===== src/rtl/word_arb_pkg.sv =====
// ---------------------------------------------------------------------------
// word_arb_pkg
//
// Shared definitions for the word sink arbiter:
//   arb_state_t    - arbiter FSM state (IDLE between grants, BURST while a
//                    source owns the sink)
//   DEF_NREQ       - default number of word sources
//   DEF_DW         - default data word width
//   DEF_MAX_BURST  - default maximum words forwarded per grant
// ---------------------------------------------------------------------------
package word_arb_pkg;

    typedef enum logic {
        IDLE  = 1'b0,
        BURST = 1'b1
    } arb_state_t;

    localparam int DEF_NREQ      = 4;
    localparam int DEF_DW        = 16;
    localparam int DEF_MAX_BURST = 8;

endpackage


===== src/rtl/word_sink_arbiter_rr_pick.sv =====
// ---------------------------------------------------------------------------
// rr_pick
//
// Combinational round-robin first-set finder. Starting at position ptr and
// walking upward modulo NREQ, reports the first set bit of req.
//
// Ports:
//   req  in  NREQ  request vector
//   ptr  in  TW    starting position of the search (0..NREQ-1)
//   any  out 1     at least one request bit is set
//   idx  out TW    index of the first set bit at or after ptr (0 if none)
// ---------------------------------------------------------------------------
module rr_pick #(
    parameter int NREQ = 4,
    parameter int TW   = $clog2(NREQ)
) (
    input  logic [NREQ-1:0] req,
    input  logic [TW-1:0]   ptr,
    output logic            any,
    output logic [TW-1:0]   idx
);

    // The first hit wins; later hits are ignored once any is set, which
    // gives the priority order ptr, ptr+1, ..., wrapping through NREQ-1.
    always_comb begin
        any = 1'b0;
        idx = '0;
        for (int unsigned k = 0; k < NREQ; k++) begin
            if (!any && req[(32'(ptr) + k) % NREQ]) begin
                any = 1'b1;
                idx = TW'((32'(ptr) + k) % NREQ);
            end
        end
    end

endmodule


===== src/rtl/word_sink_arbiter.sv =====
// ---------------------------------------------------------------------------
// word_sink_arbiter
//
// Shares one DW-bit word sink between NREQ independent word sources. One
// source is granted at a time for a burst that ends on its src_last marker
// or after MAX_BURST words, whichever comes first. Granted words pass
// through a single registered output stage carrying the source tag.
// Successive grants rotate round-robin starting after the last winner.
//
// Ports:
//   clk        in   1        clock, all state on rising edge
//   rstb       in   1        asynchronous active-low reset
//   enable     in   1        global gate; low blocks new grants and accepts
//   src_valid  in   NREQ     per-source word valid
//   src_last   in   NREQ     per-source end-of-packet, qualified by valid
//   src_data   in   NREQ*DW  packed source words, source i at [i*DW +: DW]
//   src_ready  out  NREQ     per-source accept, at most one bit set
//   snk_valid  out  1        registered output word valid
//   snk_ready  in   1        sink accept
//   snk_data   out  DW       registered output word
//   snk_tag    out  TW       source index of snk_data
//   snk_last   out  1        word ends the burst (src_last or burst limit)
//   busy       out  1        a burst is open or a word is still held
// ---------------------------------------------------------------------------
module word_sink_arbiter
    import word_arb_pkg::*;
#(
    parameter int NREQ      = DEF_NREQ,
    parameter int DW        = DEF_DW,
    parameter int MAX_BURST = DEF_MAX_BURST,
    parameter int TW        = $clog2(NREQ)
) (
    input  logic               clk,
    input  logic               rstb,
    input  logic               enable,
    input  logic [NREQ-1:0]    src_valid,
    input  logic [NREQ-1:0]    src_last,
    input  logic [NREQ*DW-1:0] src_data,
    output logic [NREQ-1:0]    src_ready,
    output logic               snk_valid,
    input  logic               snk_ready,
    output logic [DW-1:0]      snk_data,
    output logic [TW-1:0]      snk_tag,
    output logic               snk_last,
    output logic               busy
);

    localparam logic [7:0]    CNT_LAST = 8'(MAX_BURST - 1);
    localparam logic [TW-1:0] GNT_MAX  = TW'(NREQ - 1);

    arb_state_t    state;
    logic [TW-1:0] ptr;
    logic [TW-1:0] gnt;
    logic [7:0]    cnt;

    logic          pick_any;
    logic [TW-1:0] pick_idx;
    logic [TW-1:0] ptr_next;
    logic          out_free;
    logic          gnt_valid;
    logic          gnt_last;
    logic [DW-1:0] gnt_word;
    logic          xfer;
    logic          xfer_last;

    rr_pick #(
        .NREQ (NREQ),
        .TW   (TW)
    ) u_pick (
        .req  (src_valid),
        .ptr  (ptr),
        .any  (pick_any),
        .idx  (pick_idx)
    );

    // Output register can take a new word when empty or draining this cycle.
    assign out_free = !snk_valid || snk_ready;

    // Select the granted source's word, valid and last.
    always_comb begin
        gnt_word  = '0;
        gnt_valid = 1'b0;
        gnt_last  = 1'b0;
        for (int unsigned i = 0; i < NREQ; i++) begin
            if (gnt == TW'(i)) begin
                gnt_word  = src_data[i*DW +: DW];
                gnt_valid = src_valid[i];
                gnt_last  = src_last[i];
            end
        end
    end

    // Ready is a function of state, enable and sink backpressure only, so a
    // source may wait for ready before raising valid without deadlock.
    always_comb begin
        src_ready = '0;
        if (state == BURST && enable && out_free) begin
            src_ready[gnt] = 1'b1;
        end
    end

    assign xfer      = (state == BURST) && enable && out_free && gnt_valid;
    assign xfer_last = gnt_last || (cnt == CNT_LAST);
    assign ptr_next  = (gnt == GNT_MAX) ? '0 : gnt + 1'b1;

    assign busy = (state != IDLE) || snk_valid;

    always_ff @(posedge clk or negedge rstb) begin
        if (!rstb) begin
            state     <= IDLE;
            ptr       <= '0;
            gnt       <= '0;
            cnt       <= '0;
            snk_valid <= 1'b0;
            snk_data  <= '0;
            snk_tag   <= '0;
            snk_last  <= 1'b0;
        end else begin
            // Drain first; a load in the same cycle below overrides it.
            if (snk_valid && snk_ready) begin
                snk_valid <= 1'b0;
            end

            case (state)
                IDLE: begin
                    if (enable && pick_any) begin
                        gnt   <= pick_idx;
                        cnt   <= '0;
                        state <= BURST;
                    end
                end

                BURST: begin
                    if (xfer) begin
                        snk_valid <= 1'b1;
                        snk_data  <= gnt_word;
                        snk_tag   <= gnt;
                        snk_last  <= xfer_last;
                        if (cnt != CNT_LAST) begin
                            cnt <= cnt + 8'd1;
                        end
                        if (xfer_last) begin
                            ptr   <= ptr_next;
                            state <= IDLE;
                        end
                    end
                end

                default: state <= IDLE;
            endcase
        end
    end

endmodule


===== config.mk =====
export PLATFORM = sky130hd
export DESIGN_NAME = word_sink_arbiter
export DESIGN_NICKNAME = d
export VERILOG_FILES = /design/src/rtl/word_arb_pkg.sv /design/src/rtl/word_sink_arbiter_rr_pick.sv /design/src/rtl/word_sink_arbiter.sv
export SDC_FILE = /design/constraint.sdc
export NUM_CORES = 1
export LEC_CHECK = 0
export CAP_MARGIN = 15
export CELL_PAD_IN_SITES_DETAIL_PLACEMENT = 1
export CELL_PAD_IN_SITES_GLOBAL_PLACEMENT = 1
export CORE_ASPECT_RATIO = 0.6
export CORE_MARGIN = 5
export CORE_UTILIZATION = 29
export DETAILED_ROUTE_END_ITERATION = 16
export PLACE_DENSITY_LB_ADDON = 0.2
export SKIP_CTS_REPAIR_TIMING = 1
export SLEW_MARGIN = 10
export SYNTH_ARGS = -nofsm -noshare
export SYNTH_HDL_FRONTEND = slang
export SYNTH_SLANG_ARGS = --single-unit

===== constraint.sdc =====
create_clock -name clk -period 2.5 [get_ports clk]
set_input_delay 0.5 -clock clk [delete_from_list [all_inputs] [get_ports clk]]
set_output_delay 0.5 -clock clk [all_outputs]
set_load 0.01 [all_outputs]

==> results.json <==
{
  "track_usage": 0.186,
  "clock_sinks": 33,
  "grt_pass1_wl_um": 13000,
  "clk_pin_slew_ns": 0.05,
  "grt_pass1_vias": 2543,
  "rsz0062_at_grt": "true",
  "root_buffer": "clkbuf_16",
  "cp.arrival_ns": 1.97,
  "synth-seq-cells": 33,
  "drt_wl_total_um": 8310,
  "dpl.hpwl_um": 6140,
  "clock.fmax_ghz": 0.406,
  "drive_gt1_frac": 0.108,
  "period_minus_slack_ns": 2.47,
  "setup_ws_ns": 0.0341,
  "netlist_instances": 238,
  "worstPathRequired_ns": 2.00,
  "power.leakage_nw": 1.39,
  "crit_start": "snk_ready",
  "dieArea_mm2": 0.00888,
  "row_count": 23,
  "first_pass_iters": 4,
  "max-slew-margin-rel": 0.469,
  "r2r_slack_ns": 0.24,
  "initial_core_util": 0.302,
  "vias": 2241,
  "worstPathCellList": "clkdlybuf4s50_1, nand2b_1, and3_2, and2_1, clkdlybuf4s50_1",
  "final-hold-violation-count": 0,
  "htree_levels": 2,
  "final-setup-viol-count": 0,
  "finalCritPeriodShare": 0.986,
  "dr.first_iter.drc_count": 56,
  "die_w_um": 118,
  "antenna_left": 0,
  "synth_ff_type": "dfrtp_1",
  "wire_per_inst_um": 19.3,
  "clockBufferDepth": 2,
  "hold_class": "input port to asynchronous set/reset pin",
  "ys_types": 42,
  "status": "complete, no violations",
  "drv_cap": 0,
  "core_area_mm2": 0.00676,
  "mappedNetlistArea_mm2": 0.00204,
  "vias_per_cell": 5.20,
  "routabilityCongestion": 0.755,
  "portBuffers": 100,
  "crit_path_top_delay_cell": "clkdlybuf4s50_1",
  "hold_ws_ns": 0.301,
  "maxSlewViolCount": 0,
  "tightest_slew_ns": 0.796,
  "avgSynthCellArea_um2": 8.58,
  "yosysSeqAreaShare": 0.404,
  "cts_tree": "done",
  "synthArstFlopShare": 1.00,
  "clock_latency_ns": 0.28,
  "reg2reg_depth": 8,
  "timing.rr.end": "cnt[5]$_DFFE_PN0P_",
  "worst_clock_skew_ns": 0.00626,
  "grt_max_degree": 36,
  "nets": 424,
  "powerDensity_mw_per_mm2": 1150,
  "final_area_mm2": 0.00339,
  "cp_slowest_stage_delay_ns": 0.53,
  "cp-start-kind": "input port",
  "crit_fanout": 4,
  "fin_util": 0.502,
  "post-route-drc-count": 0,
  "die_y_um": 75.0,
  "path_common_cell": "clkdlybuf4s50_1",
  "reg2reg_from": "gnt[1]$_DFFE_PN0P_",
  "cts_buffers": 5,
  "io_pins": 101,
  "synth_edf_count": 0,
  "synth_nets": 319,
  "crit_type": "input port to output pin",
  "antenna_found_initial": 0,
  "synth_warnings": 0,
  "insertedDiodeCount": 0,
  "fin_total_pwr_mw": 3.91,
  "endpoint_kind": "output pin",
  "placed_area_mm2": 0.00319,
  "area_growth_pct": 66.0,
  "overflow": 0,
  "pre_cts_slack_ns": -0.0349,
  "ir_drop_uv": 466
}
-- cells in the mapped netlist, types with 2 or more instances --
cell type | count | area share
nor3_1 | 18 | 0.044
a211oi_1 | 2 | 0.0073
dfrtp_1 | 33 | 0.40
clkbuf_1 | 13 | 0.024
a221o_1 | 2 | 0.0098
or2_2 | 2 | 0.0061
nor2b_1 | 17 | 0.052
mux2_2 | 3 | 0.017
a21oi_1 | 36 | 0.088
buf_1 | 2 | 0.0037
and3_1 | 4 | 0.012
nand3_1 | 3 | 0.0073
inv_1 | 6 | 0.011
a21o_1 | 2 | 0.0073
a221oi_1 | 16 | 0.069
nor2_1 | 20 | 0.037
ha_1 | 5 | 0.031
nand2_1 | 12 | 0.022
o21ai_0 | 13 | 0.032
nand2b_1 | 2 | 0.0061
and2_1 | 5 | 0.015
nor3b_1 | 2 | 0.0073
-- kinds of logic after synthesis --
group                    after synthesis  synth area share
flip-flops                            33             0.404
AO/OA/AOI/OAI                         79             0.251
adder cells (fa/ha/maj)                5            0.0306
buffers and inverters                 24            0.0484
AND/OR/NAND/NOR                       92             0.239
multiplexers                           5            0.0269
-- flip-flops by register name, summed over array words and instances, names as in the netlist --
signal and cells:
snk_valid 1, cnt 8, snk_last 1, state 1, snk_tag 2, gnt 2
snk_data 16, ptr 2
-- where the power goes --
part           internal, mW  switching, mW
sequential            0.769          0.172
combinational          1.16           1.20
clock                 0.365          0.235
total                  2.30           1.61
-- placed cells by master (no fill, tap or decap), drive strengths merged, types with 12 or more instances in the layout --
master,instances
clkdlybuf4s50,96
a21oi,36
dfrtp,33
nor2,20
nor3,18
nor2b,17
a221oi,16
buf,15
o21ai,13
nand2,12
-- worst max-delay path by stage --
stage               slack (ns)                  to  cells after the start
finish                    0.03        src_ready[2]                      5
global route             -0.03        src_ready[2]                      5
global placement          0.03        src_ready[3]                      5
detailed placement       -0.03        src_ready[0]                      5
floorplan                 0.44  ptr[1]$_DFFE_PN0P_                      8
CTS                      -0.04        src_ready[0]                      5
-- layer usage --
layer  track usage  wire length (um)  up-vias
li1              -                 -     1079
met1         0.248              3850     1086
met5             0                 0        -
met3        0.0593               515       14
met2         0.289              3790       62
met4        0.0649               153        0
-- critical path, delay by kind of cell --
family                 cells  cell delay [ns]
and+or+nand+nor            3             0.48
buffers and inverters      2             0.98
-- stage by stage --
stage | setup TNS (ns) | std cells
floorplan | 0 | 238
global placement | 0 | 422
detailed placement | -0.0349 | 422
CTS | -0.0527 | 430
global route | -0.0309 | 431
finish | 0 | 431
-- layout make-up --
type	instances	area, um^2
Clock buffer	5	125
Clock inverter	3	17.5
Fill cell	788	3370
Inverter	7	26.3
Multi-Input combinational cell	181	1130
Sequential cell	33	826
Tap cell	87	109
Timing Repair Buffer	115	1150
No activity file was read; power rests on OpenSTA's default activity.
